===== config.mk =====
export PLATFORM = sky130hd
export DESIGN_NAME = jram_arbiter
export DESIGN_NICKNAME = d
export VERILOG_FILES = /design/src/rtl/jram_arbiter.sv
export SDC_FILE = /design/constraint.sdc
export NUM_CORES = 1
export LEC_CHECK = 0
export BUFFER_PORTS_ARGS = -buffer_cell sky130_fd_sc_hd__buf_2
export CORE_AREA = 5 5 75 77
export DETAILED_ROUTE_END_ITERATION = 7
export DIE_AREA = 0 0 80 82
export PLACE_DENSITY = 0.86
export SLEW_MARGIN = 30
export SYNTH_ARGS = -nofsm -noshare
export SYNTH_HDL_FRONTEND = slang
export SYNTH_SLANG_ARGS = --single-unit

===== constraint.sdc =====
create_clock -name CLK -period 1.8 [get_ports CLK]
set_input_delay 0.09 -clock CLK [delete_from_list [all_inputs] [get_ports CLK]]
set_output_delay 0.09 -clock CLK [all_outputs]
set_load 0.02 [all_outputs]

===== src/rtl/jram_arbiter.sv =====
// ---------------------------------------------------------------------------
// jram_arbiter
//   Two-requester round-robin arbiter and strobe sequencer for the jRAM block.
//   A granted transaction drives the jRAM strobes in order: address-set (sa),
//   one quiet gap cycle, then data-set (s) for a write or enable (e) for a
//   read. Each strobe is held SETTLE cycles, and a one-cycle ack goes back to
//   the owner. Only one transaction is in flight at a time.
//
// Ports
//   CLK, RESET                 clock, synchronous active-high reset
//   reqN/weN/addrN/wdataN      requester N transaction (N = 0 panel, 1 engine)
//   ackN                       one-cycle completion pulse to requester N
//   rdata                      data from the last completed read
//   busy                       high whenever a transaction is in flight
//   grant                      one-hot owner of the current transaction
//   ram_addr/ram_din           jRAM address and data buses
//   ram_sa/ram_s/ram_e         jRAM address-set, set and enable strobes
//   ram_dout                   jRAM read data
// ---------------------------------------------------------------------------
module jram_arbiter #(
    parameter int AW     = 8,
    parameter int DW     = 8,
    parameter int SETTLE = 2
) (
    input  logic          CLK,
    input  logic          RESET,
    input  logic          req0,
    input  logic          we0,
    input  logic [AW-1:0] addr0,
    input  logic [DW-1:0] wdata0,
    output logic          ack0,
    input  logic          req1,
    input  logic          we1,
    input  logic [AW-1:0] addr1,
    input  logic [DW-1:0] wdata1,
    output logic          ack1,
    output logic [DW-1:0] rdata,
    output logic          busy,
    output logic [1:0]    grant,
    output logic [AW-1:0] ram_addr,
    output logic          ram_sa,
    output logic [DW-1:0] ram_din,
    output logic          ram_s,
    output logic          ram_e,
    input  logic [DW-1:0] ram_dout
);

    localparam int CW = $clog2(SETTLE + 1);
    localparam logic [CW-1:0] CNT_LOAD = CW'(SETTLE);
    localparam logic [CW-1:0] CNT_ONE  = CW'(32'd1);

    typedef enum logic [2:0] {
        IDLE = 3'd0,
        ADDR = 3'd1,
        GAP  = 3'd2,
        OP   = 3'd3,
        DONE = 3'd4
    } state_t;

    state_t        state_r, state_next_s;
    logic [CW-1:0] cnt_r, cnt_next_s;
    logic          owner_r, owner_next_s;   // 0 = requester 0, 1 = requester 1
    logic          last_r, last_next_s;     // owner of the previous grant
    logic          we_r, we_next_s;
    logic [AW-1:0] addr_r, addr_next_s;
    logic [DW-1:0] wdata_r, wdata_next_s;
    logic          win1_s;

    logic          ack0_next_s, ack1_next_s, busy_next_s;
    logic          ram_sa_next_s, ram_s_next_s, ram_e_next_s;
    logic [1:0]    grant_next_s;
    logic [AW-1:0] ram_addr_next_s;
    logic [DW-1:0] ram_din_next_s, rdata_next_s;

    // Next-state, arbitration and transaction latching.
    always_comb begin
        state_next_s = state_r;
        cnt_next_s   = cnt_r;
        owner_next_s = owner_r;
        last_next_s  = last_r;
        we_next_s    = we_r;
        addr_next_s  = addr_r;
        wdata_next_s = wdata_r;
        win1_s       = 1'b0;
        case (state_r)
            IDLE: begin
                // Requester 1 wins alone, or on contention when 0 went last.
                win1_s = req1 & (~req0 | ~last_r);
                if (req0 | req1) begin
                    state_next_s = ADDR;
                    cnt_next_s   = CNT_LOAD;
                    owner_next_s = win1_s;
                    last_next_s  = win1_s;
                    if (win1_s) begin
                        we_next_s    = we1;
                        addr_next_s  = addr1;
                        wdata_next_s = wdata1;
                    end else begin
                        we_next_s    = we0;
                        addr_next_s  = addr0;
                        wdata_next_s = wdata0;
                    end
                end else begin
                    state_next_s = IDLE;
                end
            end
            ADDR: begin
                if (cnt_r == CNT_ONE) begin
                    state_next_s = GAP;
                    cnt_next_s   = CNT_ONE;
                end else begin
                    cnt_next_s = cnt_r - CNT_ONE;
                end
            end
            GAP: begin
                state_next_s = OP;
                cnt_next_s   = CNT_LOAD;
            end
            OP: begin
                if (cnt_r == CNT_ONE) begin
                    state_next_s = DONE;
                    cnt_next_s   = CNT_ONE;
                end else begin
                    cnt_next_s = cnt_r - CNT_ONE;
                end
            end
            DONE: begin
                state_next_s = IDLE;
            end
            default: begin
                state_next_s = IDLE;
                cnt_next_s   = CNT_ONE;
            end
        endcase
    end

    // Output values for the coming cycle, derived from the next state so the
    // registered outputs line up with the state they belong to.
    always_comb begin
        busy_next_s   = (state_next_s != IDLE);
        ram_sa_next_s = (state_next_s == ADDR);
        ram_s_next_s  = (state_next_s == OP) & we_next_s;
        ram_e_next_s  = (state_next_s == OP) & ~we_next_s;
        ack0_next_s   = (state_next_s == DONE) & ~owner_next_s;
        ack1_next_s   = (state_next_s == DONE) & owner_next_s;
        if (state_next_s == IDLE) begin
            grant_next_s    = 2'b00;
            ram_addr_next_s = ram_addr;
        end else begin
            grant_next_s    = owner_next_s ? 2'b10 : 2'b01;
            ram_addr_next_s = addr_next_s;
        end
        if (ram_s_next_s) begin
            ram_din_next_s = wdata_next_s;
        end else begin
            ram_din_next_s = {DW{1'b0}};
        end
        // Capture read data on the edge that closes the last enable cycle.
        if ((state_r == OP) && !we_r && (cnt_r == CNT_ONE)) begin
            rdata_next_s = ram_dout;
        end else begin
            rdata_next_s = rdata;
        end
    end

    // State, latched transaction and registered outputs.
    always_ff @(posedge CLK) begin
        if (RESET) begin
            state_r  <= IDLE;
            cnt_r    <= {CW{1'b0}};
            owner_r  <= 1'b0;
            last_r   <= 1'b1;
            we_r     <= 1'b0;
            addr_r   <= {AW{1'b0}};
            wdata_r  <= {DW{1'b0}};
            ack0     <= 1'b0;
            ack1     <= 1'b0;
            busy     <= 1'b0;
            grant    <= 2'b00;
            ram_addr <= {AW{1'b0}};
            ram_sa   <= 1'b0;
            ram_din  <= {DW{1'b0}};
            ram_s    <= 1'b0;
            ram_e    <= 1'b0;
            rdata    <= {DW{1'b0}};
        end else begin
            state_r  <= state_next_s;
            cnt_r    <= cnt_next_s;
            owner_r  <= owner_next_s;
            last_r   <= last_next_s;
            we_r     <= we_next_s;
            addr_r   <= addr_next_s;
            wdata_r  <= wdata_next_s;
            ack0     <= ack0_next_s;
            ack1     <= ack1_next_s;
            busy     <= busy_next_s;
            grant    <= grant_next_s;
            ram_addr <= ram_addr_next_s;
            ram_sa   <= ram_sa_next_s;
            ram_din  <= ram_din_next_s;
            ram_s    <= ram_s_next_s;
            ram_e    <= ram_e_next_s;
            rdata    <= rdata_next_s;
        end
    end

endmodule


==> run metrics, run 1 <==
wirelength, routed=6280 µm; status=completed; CP delay by family, top=simple AND/OR/NAND/NOR gates; clock tree from TritonCTS=done; clock share of power=36.4%; first-pass iteration count of the detailed router=5; global router's overall resource usage=19.2%; Avg WL per Cell=15.8 µm; final worst path period share=90.0%; latest clock arrival within the worst-skew pair=300 ps; final estimated routing congestion in global placement=0.862; Die Footprint=6560 µm²; ratio of cells with drive above 1 in the final layout=36.0%; post-DP HPWL=4520 µm; Finish-stage setup viols=0; area of the mapped netlist=2380 µm²; initial antenna violation count=0; yosys warns=0; global-route wire length before repair=9940 µm; Die Span X=80 µm; detailed-route DRC error count=0; library cell contributing the largest single delay on the critical path=nor4_1; number of pins exceeding their max-slew limit in the final report=0; type of element capturing the critical path=flop; Starting DRT DRC Count=135; utilization after layout=60.6%; post-route total power=0.00299 W; growth of design area from synthesis to finish=26.2%; peak supply drop=0.528 mV; number of sinks on the clock net=56; kind of critical path=flop to flop; Reg clk slew, reported paths=100 ps; slowest stage delay, CP=420 ps; max-slew headroom at the worst pin=68.0%; per-instance average area after synthesis=9.50 µm²; antenna-violating nets left=0; most frequent cell after synthesis=dfxtp_1; Yosys top cell by area=dfxtp_1; post-synthesis sequential element count=56; Async SR Flop Fraction=0%; Max Fclk=617 MHz; number of max-capacitance violations reported=0; total net switching power=0.000758 W; total number of vias=2249; total I/O pin count=78; worst hold-check path type=primary input to flop; number of post-CTS setup repair buffers=0; cell at the root of the clock tree=clkbuf_8; top cells by area, synth=dfxtp_1, a21oi_1, nor4_1; pin count of the biggest net entering global routing=20; Leakage=1.29 nW; worst setup slack for register-to-register paths=180 ps; internal power contribution=0.00223 W; number of antenna cells inserted=0; Filler Cell Count=457; buffers and inverters on the worst path=1; clock tree skew after final layout=6.24 ps; Yosys top cell area share=47.2%; number of enable-type register cells in the synthesized netlist=0; number of placement rows=26; post-synthesis sequential area ratio=47.2%; Synth Net Count=298; number of instances in the synthesized netlist=250; largest driver fanout on the critical path=19; critical path launch point type=flop; Min Clock Period, post-route=1620 ps; count of endpoints failing hold in the final timing report=0; summed negative setup slack over all endpoints=0 ps; Via density=5.65; list of cells traversed by the critical path=or3_1 > buf_4 > nor4_1 > o41ai_2; power share of the sequential group=46.4%; Num CTS Buffers=5; die boundary height=82 µm; net total in the final layout=375; WP data arrival=1810 ps; part of the total power dissipated in combinational logic=17.2%; number of global-route vias before repair=2167; total number of H-tree levels=2; most frequently used flop master after synthesis=dfxtp_1; most numerous cell types in the synthesized netlist=dfxtp_1, a21oi_1, nor4_1, nor2_1; Required @ worst endpoint=1990 ps; Std-Cell Core Area=4940 µm²; sum of overflow across all layers after global routing=0; Starting Density=48.1%; transition time at the pin with the least slew margin=479 ps; IO Port Bufs=77; post-synthesis cell type count=37; cell area power density=997 nW/µm²; net switching fraction of the power=25.4%; RSZ-0062 raised after global routing=no; CTS Buffer Depth=2
==> kinds of logic (layout without fill, tap and decap cells) <==
logic type	count (synthesis)	after routing	share of synthesized area (%)
adders and majority gates	2	2	1.05
buffers and inverters	29	107	6.69
xor gates and xnor gates	1	1	0.369
DFF	56	56	47.2
and+or+nand+nor	76	76	18.6
AOI/OAI and AO/OA	86	86	26.1
==> layout make-up <==
type | count | area (µm²) | area share, %
tap | 70 | 87.6 | 2.92
clock inverter | 3 | 90.1 | 3.01
inverter | 6 | 22.5 | 0.751
sequential | 56 | 1120 | 37.4
timing repair buffer | 93 | 505 | 16.9
multi-input combinational | 165 | 1100 | 36.8
clock buffer | 5 | 68.8 | 2.30
==> flip-flops by register name (all words and copies together) (netlist names) <==
name	cells
ack1	1
last_r	1
addr_r	8
ram_sa	1
cnt_r	2
ram_e	1
grant	2
state_r	3
we_r	1
ram_s	1
ram_addr	8
wdata_r	8
busy	1
ram_din	8
owner_r	1
rdata	8
ack0	1
==> per-stage QoR <==
step           setup WS, ps  instances  hold WS, ps  instance area (µm²)
6_report                180        398         34.0                 3000
5_1_grt                68.2        398         20.8                 3000
4_1_cts                 142        398         24.5                 2990
3_5_place_dp            161        390          352                 2830
3_3_place_gp            273        390          343                 2830
2_1_floorplan           332        250          182                 2380
==> power by group through the flow <==
| stage | sequential (W) | combinational [W] | clock, W |
|---|---|---|---|
| after global routing | 0.00140 | 0.000561 | 0.00115 |
| after global placement | 0.00141 | 0.000489 | 0 |
| final | 0.00139 | 0.000515 | 0.00109 |
| after detailed placement | 0.00141 | 0.000507 | 0 |
| after floorplan | 0.00144 | 0.000311 | 0 |
| after CTS | 0.00139 | 0.000509 | 0.00110 |
==> layout by cell type, fill, tap and decap left out, types with 10 or more instances in the layout <==
| cell | synthesis | final |
|---|---|---|
| a21oi_1 | 35 | 35 |
| nand2_1 | 11 | 11 |
| nor4_1 | 16 | 15 |
| nor3_1 | 11 | 11 |
| o21ai_0 | 10 | 10 |
| buf_2 | 10 | 77 |
| buf_4 | 2 | 16 |
| dfxtp_1 | 56 | 56 |
| nor2_1 | 14 | 14 |
==> worst paths after layout <==
check | start | end | depth (start not counted)
worst max-delay path | state_r[1] | ram_addr[7] | 4
worst min-delay path | ram_dout[6] | rdata[6] | 3
worst max register to register | state_r[1] | ram_addr[7] | 4
worst min register to register | wdata_r[4] | ram_din[4] | 2
==> routing by layer <==
| metal | global-route usage, % | vias to the layer above | part of all wire, % |
|---|---|---|---|
| met1 | 24.4 | 1041 | 42 |
| met5 | 0 | - | 0 |
| met2 | 31.2 | 99 | 48 |
| met3 | 5.15 | 13 | 8.1 |
| li1 | - | 1096 | - |
| met4 | 7.43 | 0 | 2.1 |
==> tightest hold or removal path, stage by stage <==
cell	delay (ps)
buf_2	100
nand3_1	50
a21oi_1	50
==> repair_timing <==
item / CTS / global route
gates resized for setup: 0 / 1
setup endpoints to repair: 0 / 2
hold buffers: 0 / 0
No activity file was read; power rests on OpenSTA's default activity.
==> run 2: changes to the inputs <==
==> config.mk (replaced) <==
export PLATFORM = sky130hd
export DESIGN_NAME = jram_arbiter
export DESIGN_NICKNAME = d
export VERILOG_FILES = /design/src/rtl/jram_arbiter.sv
export SDC_FILE = /design/constraint.sdc
export NUM_CORES = 1
export LEC_CHECK = 0
export CORE_AREA = 5 5 68 70
export DETAILED_ROUTE_END_ITERATION = 7
export DIE_AREA = 0 0 73 75
export DONT_BUFFER_PORTS = 1
export PLACE_DENSITY = 0.85
export SLEW_MARGIN = 30
export SYNTH_ARGS = -nofsm -noshare
export SYNTH_HDL_FRONTEND = slang
export SYNTH_SLANG_ARGS = --single-unit
==> run 2 against run 1 <==
Count of clock-buffer cells in the layout unchanged. Register-to-register slack lost 96 ps. Setup slack worse by 96 ps. First-iteration DRC count increased by 19%. Clock skew rose by 2.4 ps. Wire length decreased by 7.5%. Sequential power is 3% higher. Final area fell by 13%. Flip-flop and latch count unchanged. Critical path type unchanged. Largest power group unchanged.
==> run metrics, run 2 (synthesized netlist as in run 1, its figures left out) <==
worst setup slack for register-to-register paths=80 ps (-100 ps); largest driver fanout on the critical path=19 (unchanged); total number of vias=1927 (-14%); cell at the root of the clock tree=clkbuf_8; count of endpoints failing hold in the final timing report=0 (unchanged); kind of critical path=flop to flop; Avg WL per Cell=18.8 µm (+19%); first-pass iteration count of the detailed router=4 (-1); CP delay by family, top=simple AND/OR/NAND/NOR gates; RSZ-0062 raised after global routing=no; post-route setup slack=83.8 ps (-95.9 ps); Min Clock Period, post-route=1720 ps (+95.9 ps); slowest stage delay, CP=680 ps (+260 ps); Required @ worst endpoint=1970 ps (-20 ps); highest-count cells in the layout ignoring fill and taps=dfxtp_1, a21oi_1, nor2_1; Starting DRT DRC Count=161 (+19%); global-route wire length before repair=9450 µm (-4.9%); most common cell after layout, fill and taps aside=dfxtp_1; Finish-stage setup viols=0 (unchanged); number of sinks on the clock net=56 (unchanged); number of antenna cells inserted=0 (unchanged); total I/O pin count=78 (unchanged); sum of overflow across all layers after global routing=0 (unchanged); type of element capturing the critical path=flop; wirelength, routed=5810 µm (-7.5%); Std-Cell Core Area=3910 µm² (-21%); cell area power density=953 nW/µm² (-4.4%); number of placement rows=23 (-12%); final hold slack=5.71 ps (-28.3 ps); post-detailed-placement cell area=2390 µm² (-16%); ratio of cells with drive above 1 in the final layout=15.8% (-20 points); internal power contribution=0.00177 W (-21%); worst-case hold path end point=wdata_r[0]; Via density=6.24 (+10%); power share of the sequential group=57.3% (+11 points); post-DP HPWL=3890 µm (-14%); number of max-capacitance violations reported=0 (unchanged); library cell contributing the largest single delay on the critical path=or3_2; status=completed; clock tree from TritonCTS=done; total net switching power=0.000729 W (-3.7%); number of pins exceeding their max-slew limit in the final report=0 (unchanged); initial antenna violation count=0 (unchanged); critical register-to-register path endpoint=addr_r[2]; die boundary height=75 µm (-8.5%); Num CTS Buffers=5 (unchanged); total number of H-tree levels=2 (unchanged); post-place setup slack=62.9 ps (-97.6 ps); global router's overall resource usage=22.3% (+3.1 points); post-route cell area=2620 µm² (-13%); launch instance of the worst min-delay path=wdata1[0]; max-slew headroom at the worst pin=61.2% (-6.8 points); detailed-route DRC error count=0 (unchanged); Die Footprint=5480 µm² (-17%); peak supply drop=0.505 mV (-4.2%); Die Span X=73 µm (-8.8%); buffers and inverters on the worst path=0 (-1); WP data arrival=1890 ps (+80 ps); Filler Cell Count=335 (-27%); CTS Buffer Depth=2 (unchanged); worst hold-check path type=primary input to flop; part of the total power dissipated in combinational logic=15.7% (-1.5 points); final worst path period share=95.3% (+5.3 points); clock tree skew after final layout=8.60 ps (+2.36 ps); net total in the final layout=306 (-18%); Starting Density=60.7% (+13 points); Placed Instances=289 (-26%); net switching fraction of the power=29.2% (+3.8 points); list of cells traversed by the critical path=or3_2 > nor4_1 > nor4_1; antenna-violating nets left=0 (unchanged); cells on worst reg2reg path=3 (-1); number of global-route vias before repair=1913 (-12%); summed negative setup slack over all endpoints=0 ps (unchanged); growth of design area from synthesis to finish=10.3%; latest clock arrival within the worst-skew pair=310 ps (about the same); pin count of the biggest net entering global routing=32 (+60%); Leakage=0.933 nW (-27%); Reg clk slew, reported paths=100 ps (about the same); final estimated routing congestion in global placement=0.783 (-9.1%); post-route non-filler standard cell count=309 (-22%); IO Port Bufs=0 (-100%); transition time at the pin with the least slew margin=582 ps (+104 ps); cell depth of the worst hold path=2 (-1); critical path launch point type=flop; clock share of power=27.0% (-9.4 points); Max Fclk=583 MHz (-5.6%); critical register-to-register path startpoint=state_r[1]; library cell appearing most often on the critical path=nor4_1
[run 2: what timing repair did]
item                       CTS  global route
hold endpoints to repair    34             0
setup endpoints to repair    0             8
resized for setup            0             4
hold buffers                12             0
setup buffers                0             0
[run 2: per-layer routing]
metal  part of all wire [%]  vias to the layer above  global-route usage (%)
li1                       -                      959                       -
met1                     42                      888                    28.9
met2                     47                       74                    34.9
met3                     10                        6                    7.88
met4                   0.98                        0                    7.38
met5                      0                        -                       0
[run 2: worst max-delay path by stage]
stage | endpoint | slack [ps] | start | cells past startpoint
CTS | addr_r[2] | 30 | state_r[1] | 3
global placement | ram_addr[2] | 160 | state_r[1] | 3
floorplan | ram_addr[5] | 330 | state_r[0] | 5
finish | addr_r[2] | 80 | state_r[1] | 3
global route | ram_e | 10 | state_r[1] | 3
detailed placement | ram_addr[4] | 60 | state_r[1] | 3
[run 2: layout make-up]
class	count	area, µm²	area share [%]
tap	50	62.6	2.39
sequential	56	1120	42.8
multi-input combinational	165	1120	42.6
inverter	6	22.5	0.860
timing repair buffer	24	205	7.83
clock inverter	3	23.8	0.907
clock buffer	5	68.8	2.63
[run 2: power by group through the flow]
stage / clock, W / sequential [W] / combinational (W)
floorplan: 0 / 0.00144 / 0.000311
global placement: 0 / 0.00146 / 0.000342
detailed placement: 0 / 0.00146 / 0.000354
CTS: 0.000695 / 0.00143 / 0.000388
global route: 0.000742 / 0.00144 / 0.000439
finish: 0.000674 / 0.00143 / 0.000392
[run 2: through the flow]
step / power [W] / utilization, %
2_1_floorplan: 0.00175 / -
4_1_cts: 0.00252 / 66.6
3_5_place_dp: 0.00181 / 61.1
5_1_grt: 0.00263 / 66.9
6_report: 0.00250 / 66.9
3_3_place_gp: 0.00180 / 61.1
